[config.mk]
export PLATFORM = sky130hd
export DESIGN_NAME = cdc_word_receiver
export DESIGN_NICKNAME = d
export VERILOG_FILES = /design/src/rtl/cdc_word_receiver.sv
export SDC_FILE = /design/constraint.sdc
export NUM_CORES = 1
export LEC_CHECK = 0
export BUFFER_PORTS_ARGS = -buffer_cell sky130_fd_sc_hd__buf_4
export CAP_MARGIN = 10
export CORE_MARGIN = 2
export CORE_UTILIZATION = 46
export CTS_CLUSTER_DIAMETER = 150
export DETAILED_ROUTE_END_ITERATION = 10
export GPL_TIMING_DRIVEN = 0
export PLACE_DENSITY = 0.78
export SLEW_MARGIN = 0
export SYNTH_ARGS = -nofsm -noshare
export SYNTH_HDL_FRONTEND = slang
export SYNTH_SLANG_ARGS = --single-unit
[constraint.sdc]
create_clock -name clock -period 1.3 [get_ports clock]
set_input_delay 0.26 -clock clock [delete_from_list [all_inputs] [get_ports clock]]
set_output_delay 0.26 -clock clock [all_outputs]
set_load 0.01 [all_outputs]
[src/rtl/cdc_word_receiver.sv]
// Destination-side end of a two-phase req/ack word transfer. It captures the held
// source word once a request is seen, presents it with valid/ready, and returns an ack toggle.
module cdc_word_receiver #(
  parameter int WORD_WIDTH    = 36,
  parameter int SETTLE_CYCLES = 0
) (
  input  logic                  clock,
  input  logic                  clear,
  input  logic                  req_synced,
  input  logic [WORD_WIDTH-1:0] data_from,
  output logic                  ack_to_source,
  output logic [WORD_WIDTH-1:0] data_out,
  output logic                  valid,
  input  logic                  ready
);

  localparam int CNT_W = (SETTLE_CYCLES > 0) ? $clog2(SETTLE_CYCLES + 1) : 1;

  typedef enum logic {
    IDLE   = 1'b0,
    SETTLE = 1'b1
  } state_t;

  state_t                  state_q, state_d;
  logic [CNT_W-1:0]        cnt_q, cnt_d;
  logic                    ack_q, ack_d;
  logic                    valid_q, valid_d;
  logic [WORD_WIDTH-1:0]   data_q, data_d;
  logic                    pending;

  assign pending = (req_synced != ack_q);

  always_comb begin
    state_d = state_q;
    cnt_d   = cnt_q;
    ack_d   = ack_q;
    valid_d = valid_q;
    data_d  = data_q;

    if (valid_q && ready) begin
      valid_d = 1'b0;
    end

    case (state_q)
      IDLE: begin
        if (pending) begin
          state_d = SETTLE;
          cnt_d   = CNT_W'(SETTLE_CYCLES);
        end
      end
      SETTLE: begin
        if (cnt_q != '0) begin
          cnt_d = cnt_q - 1'b1;
        end else if (!valid_q || ready) begin
          // A capture with ready=1 reloads the slot, so valid stays high.
          data_d  = data_from;
          valid_d = 1'b1;
          ack_d   = ~ack_q;
          state_d = IDLE;
        end
      end
      default: state_d = IDLE;
    endcase
  end

  always_ff @(posedge clock) begin
    if (clear) begin
      state_q <= IDLE;
      cnt_q   <= '0;
      ack_q   <= 1'b0;
      valid_q <= 1'b0;
      data_q  <= '0;
    end else begin
      state_q <= state_d;
      cnt_q   <= cnt_d;
      ack_q   <= ack_d;
      valid_q <= valid_d;
      data_q  <= data_d;
    end
  end

  assign ack_to_source = ack_q;
  assign data_out      = data_q;
  assign valid         = valid_q;

endmodule
==> results of run 1 <==
-- power by group through the flow --
| stage | sequential, mW | clock, mW | combinational [mW] |
|---|---|---|---|
| 4_1_cts | 1.43 | 0.891 | 0.893 |
| 2_1_floorplan | 1.52 | 0 | 0.444 |
| 3_5_place_dp | 1.46 | 0 | 0.889 |
| 3_3_place_gp | 1.45 | 0 | 0.880 |
| 6_report | 1.43 | 0.868 | 0.877 |
| 5_1_grt | 1.45 | 0.938 | 0.956 |
-- critical path, delay by kind of cell (launching register included) --
kind	cells	cell delay [ns]
flip-flops	1	0.35
multiplexers	1	0.34
AO/OA/AOI/OAI	1	0.22
buffers and inverters	1	0.21
-- layer usage --
layer  GRT usage  vias to the layer above  part of all wire
li1            -                      708                 -
met1       0.228                      598              0.46
met2       0.323                       42              0.46
met3      0.0582                        5             0.074
met4      0.0547                        0             0.010
met5           0                        -                 0
-- placed cells by master (no fill, tap or decap) --
| cell type | Yosys | final |
|---|---|---|
| nor2_1 | 3 | 3 |
| inv_2 | 1 | 1 |
| clkbuf_1 | 7 | 8 |
| buf_2 | 1 | 1 |
| nor2b_1 | 1 | 1 |
| buf_4 | 1 | 77 |
| a21boi_2 | 1 | 1 |
| xor2_1 | 1 | 1 |
| nor3_1 | 1 | 1 |
| mux2_2 | 1 | 1 |
| clkbuf_8 | 0 | 7 |
| mux2i_1 | 36 | 36 |
| dfxtp_1 | 39 | 39 |
| nand2b_1 | 72 | 72 |
| buf_6 | 1 | 1 |
| buf_12 | 2 | 2 |
| a21oi_1 | 1 | 1 |
-- registers in the layout (all words and copies together), names as in the netlist --
register	count
state_q	1
valid	1
ack_to_source	1
data_out	36
-- worst min path at each step --
| stage | start | endpoint | cells after the start |
|---|---|---|---|
| 3_3_place_gp | data_out[5]$_SDFFE_PP0P_ | data_out[5]$_SDFFE_PP0P_ | 2 |
| 6_report | data_from[23] | data_out[23]$_SDFFE_PP0P_ | 3 |
| 2_1_floorplan | data_from[10] | data_out[10]$_SDFFE_PP0P_ | 2 |
| 5_1_grt | data_from[5] | data_out[5]$_SDFFE_PP0P_ | 3 |
| 4_1_cts | data_from[23] | data_out[23]$_SDFFE_PP0P_ | 3 |
| 3_5_place_dp | data_out[15]$_SDFFE_PP0P_ | data_out[15]$_SDFFE_PP0P_ | 2 |
-- cell type report --
cell class / count / area, um2 / share of cell area
buffer: 12 / 90.1 / 0.0364
clock buffer: 8 / 100 / 0.0404
inverter: 1 / 3.75 / 0.00152
multi-input combinational: 117 / 870 / 0.351
sequential: 39 / 781 / 0.315
tap: 48 / 60.1 / 0.0243
timing repair buffer: 76 / 571 / 0.231
-- logic make-up (layout without fill, tap and decap cells) --
logic type,after synthesis,in the layout,synth area share
AO/OA/AOI/OAI,2,2,0.00932
XOR/XNOR,1,1,0.00502
buffers and inverters,13,97,0.0538
flip-flops,39,39,0.448
multiplexers,37,37,0.213
AND/OR/NAND/NOR,77,77,0.271
-- Yosys cell counts --
library cell,number
nand2b_1,72
dfxtp_1,39
mux2i_1,36
clkbuf_1,7
nor2_1,3
buf_12,2
a21boi_2,1
a21oi_1,1
buf_2,1
buf_4,1
buf_6,1
inv_2,1
mux2_2,1
nor2b_1,1
nor3_1,1
xor2_1,1
-- stage by stage --
step	area (um2)	total power, mW	instances	worst slack (ns)	hold slack, ns
3_5_place_dp	2370	2.34	293	0.0715	0.462
6_report	2470	3.17	301	0.0742	0.241
5_1_grt	2470	3.34	301	0.0243	0.239
2_1_floorplan	1740	1.96	169	0.171	0.415
4_1_cts	2470	3.21	301	0.0619	0.237
3_3_place_gp	2370	2.33	293	0.0845	0.461
==> summary.txt, run 1 <==
Global route
  • Pin count of the biggest net entering global routing: 12
  • Vias in the first global route: 1432
  • First-pass GRT wire length: about 6300 um
  • Initial antenna violation count: 0
  • Total gr overflow: 0
  • Gr usage total: 0.189

Worst setup path
  • Crit Path Max Fanout: 10
  • Critical Path Source: state_q$_SDFF_PP0_
  • Reg2reg start: state_q$_SDFF_PP0_
  • Crit path max-delay cell type: dfxtp_1
  • Worst R2R Path Depth: 3
  • Worst r2r dst: ack_to_source$_SDFFE_PP0P_
  • Crit path to: ack_to_source$_SDFFE_PP0P_
  • Max incr delay on CP: 0.35 ns
  • CP startpoint kind: flip-flop
  • CP Capture Type: flip-flop
  • CP Cell Sequence: a21boi_2 -> buf_6 -> mux2_2
  • Worst setup path category: reg2reg
  • R2R setup slack: 0.07 ns
  • Req. time, crit path: 1.47 ns
  • Critical Path AT: around 1.4 ns

Clocking
  • Reg clk slew, reported paths: 0.07 ns
  • Post-CTS Resized: 0
  • Hold-fix buffers at CTS: 0
  • Postcts setup bufs: 0
  • Total CTS buffers: 5
  • # H-tree levels: 2
  • CTS tree: done
  • Clk_lat worst skew: 0.28 ns
  • Root Buffer: clkbuf_8
  • Clock Path Buffers: 2
  • Clk sink count: 39

Floorplan
  • Die Span Y: 65.6 um
  • Starting density of the core: 0.476
  • DIE AREA: 4300 um2
  • I/O Pins: 78
  • Die width: 65.6 um
  • Area of the core: 3660 um2
  • Cell row count: 22

STA
  • Unrepaired setup endpoints after global routing: no
  • Setup TNS: 0 ns
  • Max frequency: approximately 820 MHz
  • Worst-Margin Slew: 0.376 ns
  • Fin. Hold Viols: 0
  • Final setup viols: 0
  • Fin crit period: 1.23 ns
  • Final Max Tran Viols: 0
  • Clock Skew: 0.00429 ns
  • Slew headroom: 0.749
  • Crit share post-route: 0.943

Power and ir drop
  • Net Sw Power: approximately 0.83 mW
  • Clock power frac: 0.273
  • Reg power frac: 0.450
  • Leakage: 1.09 nW
  • Power Dens Cells: 1280 nW/um2
  • Switch share: 0.262
  • Comb pwr share: 0.276
  • Peak VDD IR: 0.000841 V
  • Power Internal: ~2.3 mW

Routing
  • First-pass iteration count of the detailed router: 4
  • Drc violations: 0
  • Routed len/inst: 12.0 um
  • Routed WL: around 3600 um
  • Vias: 1353
  • DR vias/cell: around 4.5
  • DRT antenna net count: 0
  • Number of DRC markers in iteration 0: 46

Placed design
  • HPWL after detailed placement: 2760 um
  • RePlAce Congestion: slightly below 0.7
  • Number of port buffers: 76

Final layout
  • Antenna cells: 0
  • Layout cells sized above 1: 0.360
  • Fin util: 0.676
  • Final net count: 292
  • Area added between synthesis and finish: 41.9%
  • Fill count: 329

Logic synthesis
  • Sequential area share after synthesis: 0.448
  • Syn Area/Cell: approximately 10 um2
  • Post-synthesis cell area: 1740 um2
  • Post-synth top area share: 0.448
  • Ys Warns: 0
  • Top cells by area, synth: dfxtp_1 45%, nand2b_1 26%, mux2i_1 21%, buf_12 2.3%, clkbuf_1 1.5%
  • Syn_nets: roughly 210
  • Yosys reg bits: 39
  • Synth area leader: dfxtp_1
  • Yosys cell types: 16
  • Post-Syn Instances: 169

Run
  • Max Cap Viol: 0

Run status
  • Status: finished clean

Hold path
  • Tightest Hold Check Type: in2reg
(Power assumes the default switching activity.)
==> inputs of run 2 (changes only) <==
- CTS_BUF_LIST: not set -> sky130_fd_sc_hd__clkbuf_4 sky130_fd_sc_hd__clkbuf_8 sky130_fd_sc_hd__clkbuf_16
==> summary.txt, run 2 (synthesis gave the netlist of run 1 again) <==
Global route
  • Initial antenna violation count: 0 (unchanged)
  • Pin count of the biggest net entering global routing: 12 (unchanged)
  • Total gr overflow: 0 (unchanged)
  • Gr usage total: 0.189 (about the same)
  • First-pass GRT wire length: 6320 um (was 6310 um)
  • Vias in the first global route: 1435 (was 1432)

Floorplan
  • Cell row count: 22 (unchanged)
  • DIE AREA: 4300 um2 (unchanged)
  • I/O Pins: 78 (unchanged)
  • Die width: 65.6 um (unchanged)
  • Die Span Y: 65.6 um (unchanged)
  • Starting density of the core: 0.476 (unchanged)
  • Area of the core: 3660 um2 (unchanged)

STA
  • Unrepaired setup endpoints after global routing: no (unchanged)
  • Max frequency: 816 MHz (about the same)
  • Clock Skew: 0.00429 ns (about the same)
  • Setup TNS: 0 ns (unchanged)
  • Worst hold slack: 0.240 ns (was 0.241 ns)
  • Fin. Hold Viols: 0 (unchanged)
  • Final Max Tran Viols: 0 (unchanged)
  • Final setup viols: 0 (unchanged)
  • Fin crit period: 1.23 ns (about the same)
  • Crit share post-route: 0.943 (about the same)
  • Worst-Margin Slew: 0.376 ns (unchanged)
  • Slew headroom: 0.749 (unchanged)

Routing
  • DRT antenna net count: 0 (unchanged)
  • DR vias/cell: 4.50 (about the same)
  • Routed WL: 3620 um (about the same)
  • Drc violations: 0 (unchanged)
  • Number of DRC markers in iteration 0: 46 (unchanged)
  • Vias: 1354 (was 1353)
  • First-pass iteration count of the detailed router: 4 (unchanged)
  • Routed len/inst: 12.0 um (about the same)

Final layout
  • Final net count: 292 (unchanged)
  • Antenna cells: 0 (unchanged)
  • Number of flip-flops under the largest register name: 36 (unchanged)
  • Layout cells sized above 1: 0.364 (was 0.360)
  • Fill count: 327 (was 329)
  • Commonest non-fill, non-tap cell in the layout: buf_4 (unchanged)
  • Fin util: 0.677 (was 0.676)
  • Area added between synthesis and finish: 42.1% (was 41.9%)
  • Commonest non-fill, non-tap cells in the layout: 77 x buf_4, 72 x nand2b_1, 39 x dfxtp_1, 36 x mux2i_1 (was 77 x buf_4, 72 x nand2b_1, 39 x dfxtp_1, 36 x mux2i_1, 8 x clkbuf_1)
  • Finished Cell Area: 2480 um2 (was 2470 um2)

Clocking
  • Clock Path Buffers: 2 (unchanged)
  • Post-CTS Resized: 0 (unchanged)
  • CTS tree: done (unchanged)
  • Hold-fix buffers at CTS: 0 (unchanged)
  • Reg clk slew, reported paths: 0.07 ns (about the same)
  • Postcts setup bufs: 0 (unchanged)
  • Clk sink count: 39 (unchanged)
  • Total CTS buffers: 5 (unchanged)
  • Clk_lat worst skew: 0.28 ns (about the same)
  • Root Buffer: clkbuf_8 (unchanged)
  • # H-tree levels: 2 (unchanged)

Worst setup path
  • Worst setup path category: reg2reg (unchanged)
  • CP Capture Type: flip-flop (unchanged)
  • Reg2reg start: state_q$_SDFF_PP0_ (unchanged)
  • R2R setup slack: 0.07 ns (about the same)
  • CP startpoint kind: flip-flop (unchanged)
  • Crit path to: ack_to_source$_SDFFE_PP0P_ (unchanged)
  • Critical Path Source: state_q$_SDFF_PP0_ (unchanged)
  • Req. time, crit path: 1.47 ns (about the same)
  • Worst r2r dst: ack_to_source$_SDFFE_PP0P_ (unchanged)
  • Worst R2R Path Depth: 3 (unchanged)
  • Crit Path Max Fanout: 10 (unchanged)
  • Critical Path AT: 1.40 ns (about the same)

Placed design
  • HPWL after detailed placement: 2760 um (unchanged)
  • RePlAce Congestion: 0.688 (unchanged)
  • Number of port buffers: 76 (unchanged)
  • Placed Area: 2370 um2 (unchanged)

Power and ir drop
  • Power Dens Cells: 1290 nW/um2 (was 1280 nW/um2)
  • Overall Power: 3.20 mW (was 3.17 mW)
  • Peak VDD IR: 0.000842 V (was 0.000841 V)
  • Leakage: 1.10 nW (was 1.09 nW)

Hold path
  • Tightest Hold Check Type: in2reg (unchanged)
  • Hold Startpoint: data_from[23] (unchanged)

Run status
  • Status: finished clean (unchanged)

Run
  • Max Cap Viol: 0 (unchanged)
==> run 2: cell counts in the layout (fill, tap and decap cells not counted) <==
No cell type changed its count.
==> run 2: final cells by class <==
class,count,area [um2],share of cell area
Sequential cell,39,781,0.315
Tap cell,48,60.1,0.0242
Inverter,1,3.75,0.00151
Buffer,12,90.1,0.0363
Clock buffer,8,104,0.0419
Timing Repair Buffer,76,571,0.230
Multi-Input combinational cell,117,870,0.351
==> run 2: how the worst min path moves through the flow <==
| stage | endpoint | slack (ns) | cells after the start |
|---|---|---|---|
| floorplan | data_out[10]$_SDFFE_PP0P_ | 0.41 | 2 |
| global placement | data_out[5]$_SDFFE_PP0P_ | 0.46 | 2 |
| detailed placement | data_out[15]$_SDFFE_PP0P_ | 0.46 | 2 |
| CTS | data_out[23]$_SDFFE_PP0P_ | 0.24 | 3 |
| global route | data_out[5]$_SDFFE_PP0P_ | 0.24 | 3 |
| finish | data_out[23]$_SDFFE_PP0P_ | 0.24 | 3 |
==> run 2: report_power, final <==
group | total, mW | internal, mW | switching, mW
logic | 0.877 | 0.512 | 0.364
registers | 1.43 | 1.35 | 0.0837
clock network | 0.889 | 0.505 | 0.385
==> run 2: critical path: stages, from the launching register on <==
cell and delay [ns]:
dfxtp_1 0.35, a21boi_2 0.22, buf_6 0.21, mux2_2 0.34
==> run 2: per-stage QoR <==
stage | setup slack (ns) | std cells
finish | 0.0740 | 301
CTS | 0.0618 | 301
global placement | 0.0845 | 293
detailed placement | 0.0715 | 293
floorplan | 0.171 | 169
global route | 0.0243 | 301
==> run 2: routing by layer <==
metal	global-route usage	routed length, um	up-vias
li1	-	-	708
met1	0.229	1650	599
met3	0.0582	269	5
met4	0.0547	36	0
met5	0	0	-
met2	0.323	1660	42
==> inputs of run 3 (changes only) <==
- BUFFER_PORTS_ARGS: -buffer_cell sky130_fd_sc_hd__buf_4 -> -buffer_cell sky130_fd_sc_hd__buf_2
==> summary.txt, run 3 (synthesis gave the netlist of run 1 again) <==
Clocking
  • Hold-fix buffers at CTS: 0 (unchanged)
  • Postcts setup bufs: 0 (unchanged)
  • # H-tree levels: 2 (unchanged)
  • Clock Path Buffers: 2 (unchanged)
  • Clk_lat worst skew: 0.28 ns (about the same)
  • Reg clk slew, reported paths: 0.07 ns (about the same)
  • Post-CTS Resized: 0 (unchanged)
  • Total CTS buffers: 5 (unchanged)
  • Clk sink count: 39 (unchanged)
  • Root Buffer: clkbuf_8 (unchanged)
  • CTS tree: done (unchanged)

Worst setup path
  • Worst r2r dst: ack_to_source$_SDFFE_PP0P_ (unchanged)
  • Critical Path AT: 1.37 ns (was 1.40 ns)
  • CP Depth: 3 (unchanged)
  • CP Capture Type: flip-flop (unchanged)
  • Worst setup path category: reg2reg (unchanged)
  • Crit Path Max Fanout: 10 (unchanged)
  • R2R setup slack: 0.1 ns (was 0.07 ns)
  • Crit-path leading delay family: flip-flops (unchanged)
  • CP startpoint kind: flip-flop (unchanged)
  • Max incr delay on CP: 0.34 ns (was 0.35 ns)
  • Worst R2R Path Depth: 3 (unchanged)
  • Req. time, crit path: 1.47 ns (about the same)
  • Crit path max-delay cell type: dfxtp_1 (unchanged)
  • CP Cell Sequence: a21boi_2 -> buf_6 -> mux2_2 (unchanged)
  • CP bufs+invs: 1 (unchanged)
  • Reg2reg start: state_q$_SDFF_PP0_ (unchanged)

Run status
  • Status: finished clean (unchanged)

Floorplan
  • Area of the core: 3660 um2 (unchanged)
  • Die Span Y: 65.6 um (unchanged)
  • Die width: 65.6 um (unchanged)
  • DIE AREA: 4300 um2 (unchanged)
  • Starting density of the core: 0.476 (unchanged)
  • Cell row count: 22 (unchanged)
  • I/O Pins: 78 (unchanged)

Routing
  • Vias: 1373 (was 1354)
  • Routed WL: 3450 um (was 3620 um)
  • DRT antenna net count: 0 (unchanged)
  • Routed len/inst: 11.5 um (was 12.0 um)
  • DR vias/cell: 4.59 (was 4.50)
  • Drc violations: 0 (unchanged)
  • First-pass iteration count of the detailed router: 4 (unchanged)
  • Number of DRC markers in iteration 0: 30 (was 46)

Global route
  • First-pass GRT wire length: 5890 um (was 6320 um)
  • Initial antenna violation count: 0 (unchanged)
  • Pin count of the biggest net entering global routing: 11 (was 12)
  • Gr usage total: 0.180 (was 0.189)
  • Vias in the first global route: 1408 (was 1435)
  • Total gr overflow: 0 (unchanged)

Hold path
  • Hold Path Depth: 3 (unchanged)
  • Tightest Hold Check Type: in2reg (unchanged)
  • Worst Hold Path EP: data_out[14]$_SDFFE_PP0P_ (was data_out[23]$_SDFFE_PP0P_)
  • Hold Startpoint: data_from[14] (was data_from[23])

Placed design
  • HPWL after detailed placement: 2640 um (was 2760 um)
  • RePlAce Congestion: 0.704 (was 0.688)
  • Placed Instances: 293 (unchanged)
  • Number of port buffers: 76 (unchanged)

Final layout
  • Layout cells sized above 1: 0.359 (was 0.364)
  • Commonest non-fill, non-tap cell in the layout: buf_2 (was buf_4)
  • Fin util: 0.618 (was 0.677)
  • Commonest non-fill, non-tap cells in the layout: 77 x buf_2, 72 x nand2b_1, 39 x dfxtp_1, 36 x mux2i_1, 7 x clkbuf_1 (was 77 x buf_4, 72 x nand2b_1, 39 x dfxtp_1, 36 x mux2i_1)
  • Number of flip-flops under the largest register name: 36 (unchanged)
  • Area added between synthesis and finish: 29.6% (was 42.1%)
  • Finished Layout Cells: 299 (was 301)
  • Fill count: 334 (was 327)
  • Final net count: 292 (unchanged)
  • Antenna cells: 0 (unchanged)

STA
  • Slew headroom: 0.769 (was 0.749)
  • Crit share post-route: 0.924 (was 0.943)
  • Max frequency: 833 MHz (was 816 MHz)
  • Fin crit period: 1.20 ns (was 1.23 ns)
  • Worst-Margin Slew: 0.346 ns (was 0.376 ns)
  • Fin. Hold Viols: 0 (unchanged)
  • Final setup viols: 0 (unchanged)
  • Clock Skew: 0.00184 ns (was 0.00429 ns)
  • Unrepaired setup endpoints after global routing: no (unchanged)
  • Setup TNS: 0 ns (unchanged)
  • Final Max Tran Viols: 0 (unchanged)

Power and ir drop
  • Switch share: 0.272 (was 0.261)
  • Peak VDD IR: 0.000853 V (was 0.000842 V)
  • Power Dens Cells: 1300 nW/um2 (was 1290 nW/um2)
  • Leakage: 1.05 nW (was 1.10 nW)
  • Power Internal: 2.13 mW (was 2.36 mW)
  • Comb pwr share: 0.263 (was 0.274)
  • Net Sw Power: 0.798 mW (was 0.833 mW)
  • Clock power frac: 0.252 (was 0.278)
  • Reg power frac: 0.485 (was 0.447)

Run
  • Max Cap Viol: 0 (unchanged)
## run 3: area by class of cell
type	count	area (um2)	area share
Buffer	12	90.1	0.0398
Clock buffer	6	76.3	0.0338
Inverter	1	3.75	0.00166
Multi-Input combinational cell	117	870	0.385
Sequential cell	39	781	0.345
Tap cell	48	60.1	0.0266
Timing Repair Buffer	76	380	0.168
## run 3: stage by stage
| step | power [mW] | instance area (um2) | setup WS, ns | hold WS [ns] |
|---|---|---|---|---|
| 4_1_cts | 2.98 | 2260 | 0.0804 | 0.226 |
| 2_1_floorplan | 1.96 | 1740 | 0.171 | 0.415 |
| 5_1_grt | 3.11 | 2260 | 0.0374 | 0.227 |
| 3_5_place_dp | 2.23 | 2180 | 0.0732 | 0.460 |
| 3_3_place_gp | 2.22 | 2180 | 0.0707 | 0.457 |
| 6_report | 2.93 | 2260 | 0.0989 | 0.237 |
## run 3: worst max path at each step
stage | startpoint | endpoint | slack (ns)
after detailed placement | ready | ack_to_source$_SDFFE_PP0P_ | 0.07
after global placement | ready | ack_to_source$_SDFFE_PP0P_ | 0.07
after floorplan | state_q$_SDFF_PP0_ | ack_to_source$_SDFFE_PP0P_ | 0.17
after global routing | state_q$_SDFF_PP0_ | data_out[1]$_SDFFE_PP0P_ | 0.04
final | state_q$_SDFF_PP0_ | ack_to_source$_SDFFE_PP0P_ | 0.1
after CTS | state_q$_SDFF_PP0_ | ack_to_source$_SDFFE_PP0P_ | 0.08
## run 3: routing by layer
layer,vias up,global-route usage,wire [um]
met1,618,0.187,1470
met3,2,0.0805,262
met4,0,0.0625,29
li1,705,-,-
met5,-,0,0
met2,48,0.321,1690
## run 3: power by group through the flow
| stage | logic (mW) | clock network, mW | registers (mW) |
|---|---|---|---|
| after detailed placement | 0.782 | 0 | 1.45 |
| after global placement | 0.775 | 0 | 1.44 |
| after floorplan | 0.444 | 0 | 1.52 |
| final | 0.770 | 0.739 | 1.42 |
| after CTS | 0.784 | 0.775 | 1.42 |
| after global routing | 0.844 | 0.826 | 1.44 |
## run 3: worst register-to-register path, cell delays in order, from the launching register on
cell,delay (ns)
dfxtp_1,0.34
a21boi_2,0.20
buf_6,0.20
mux2_2,0.35
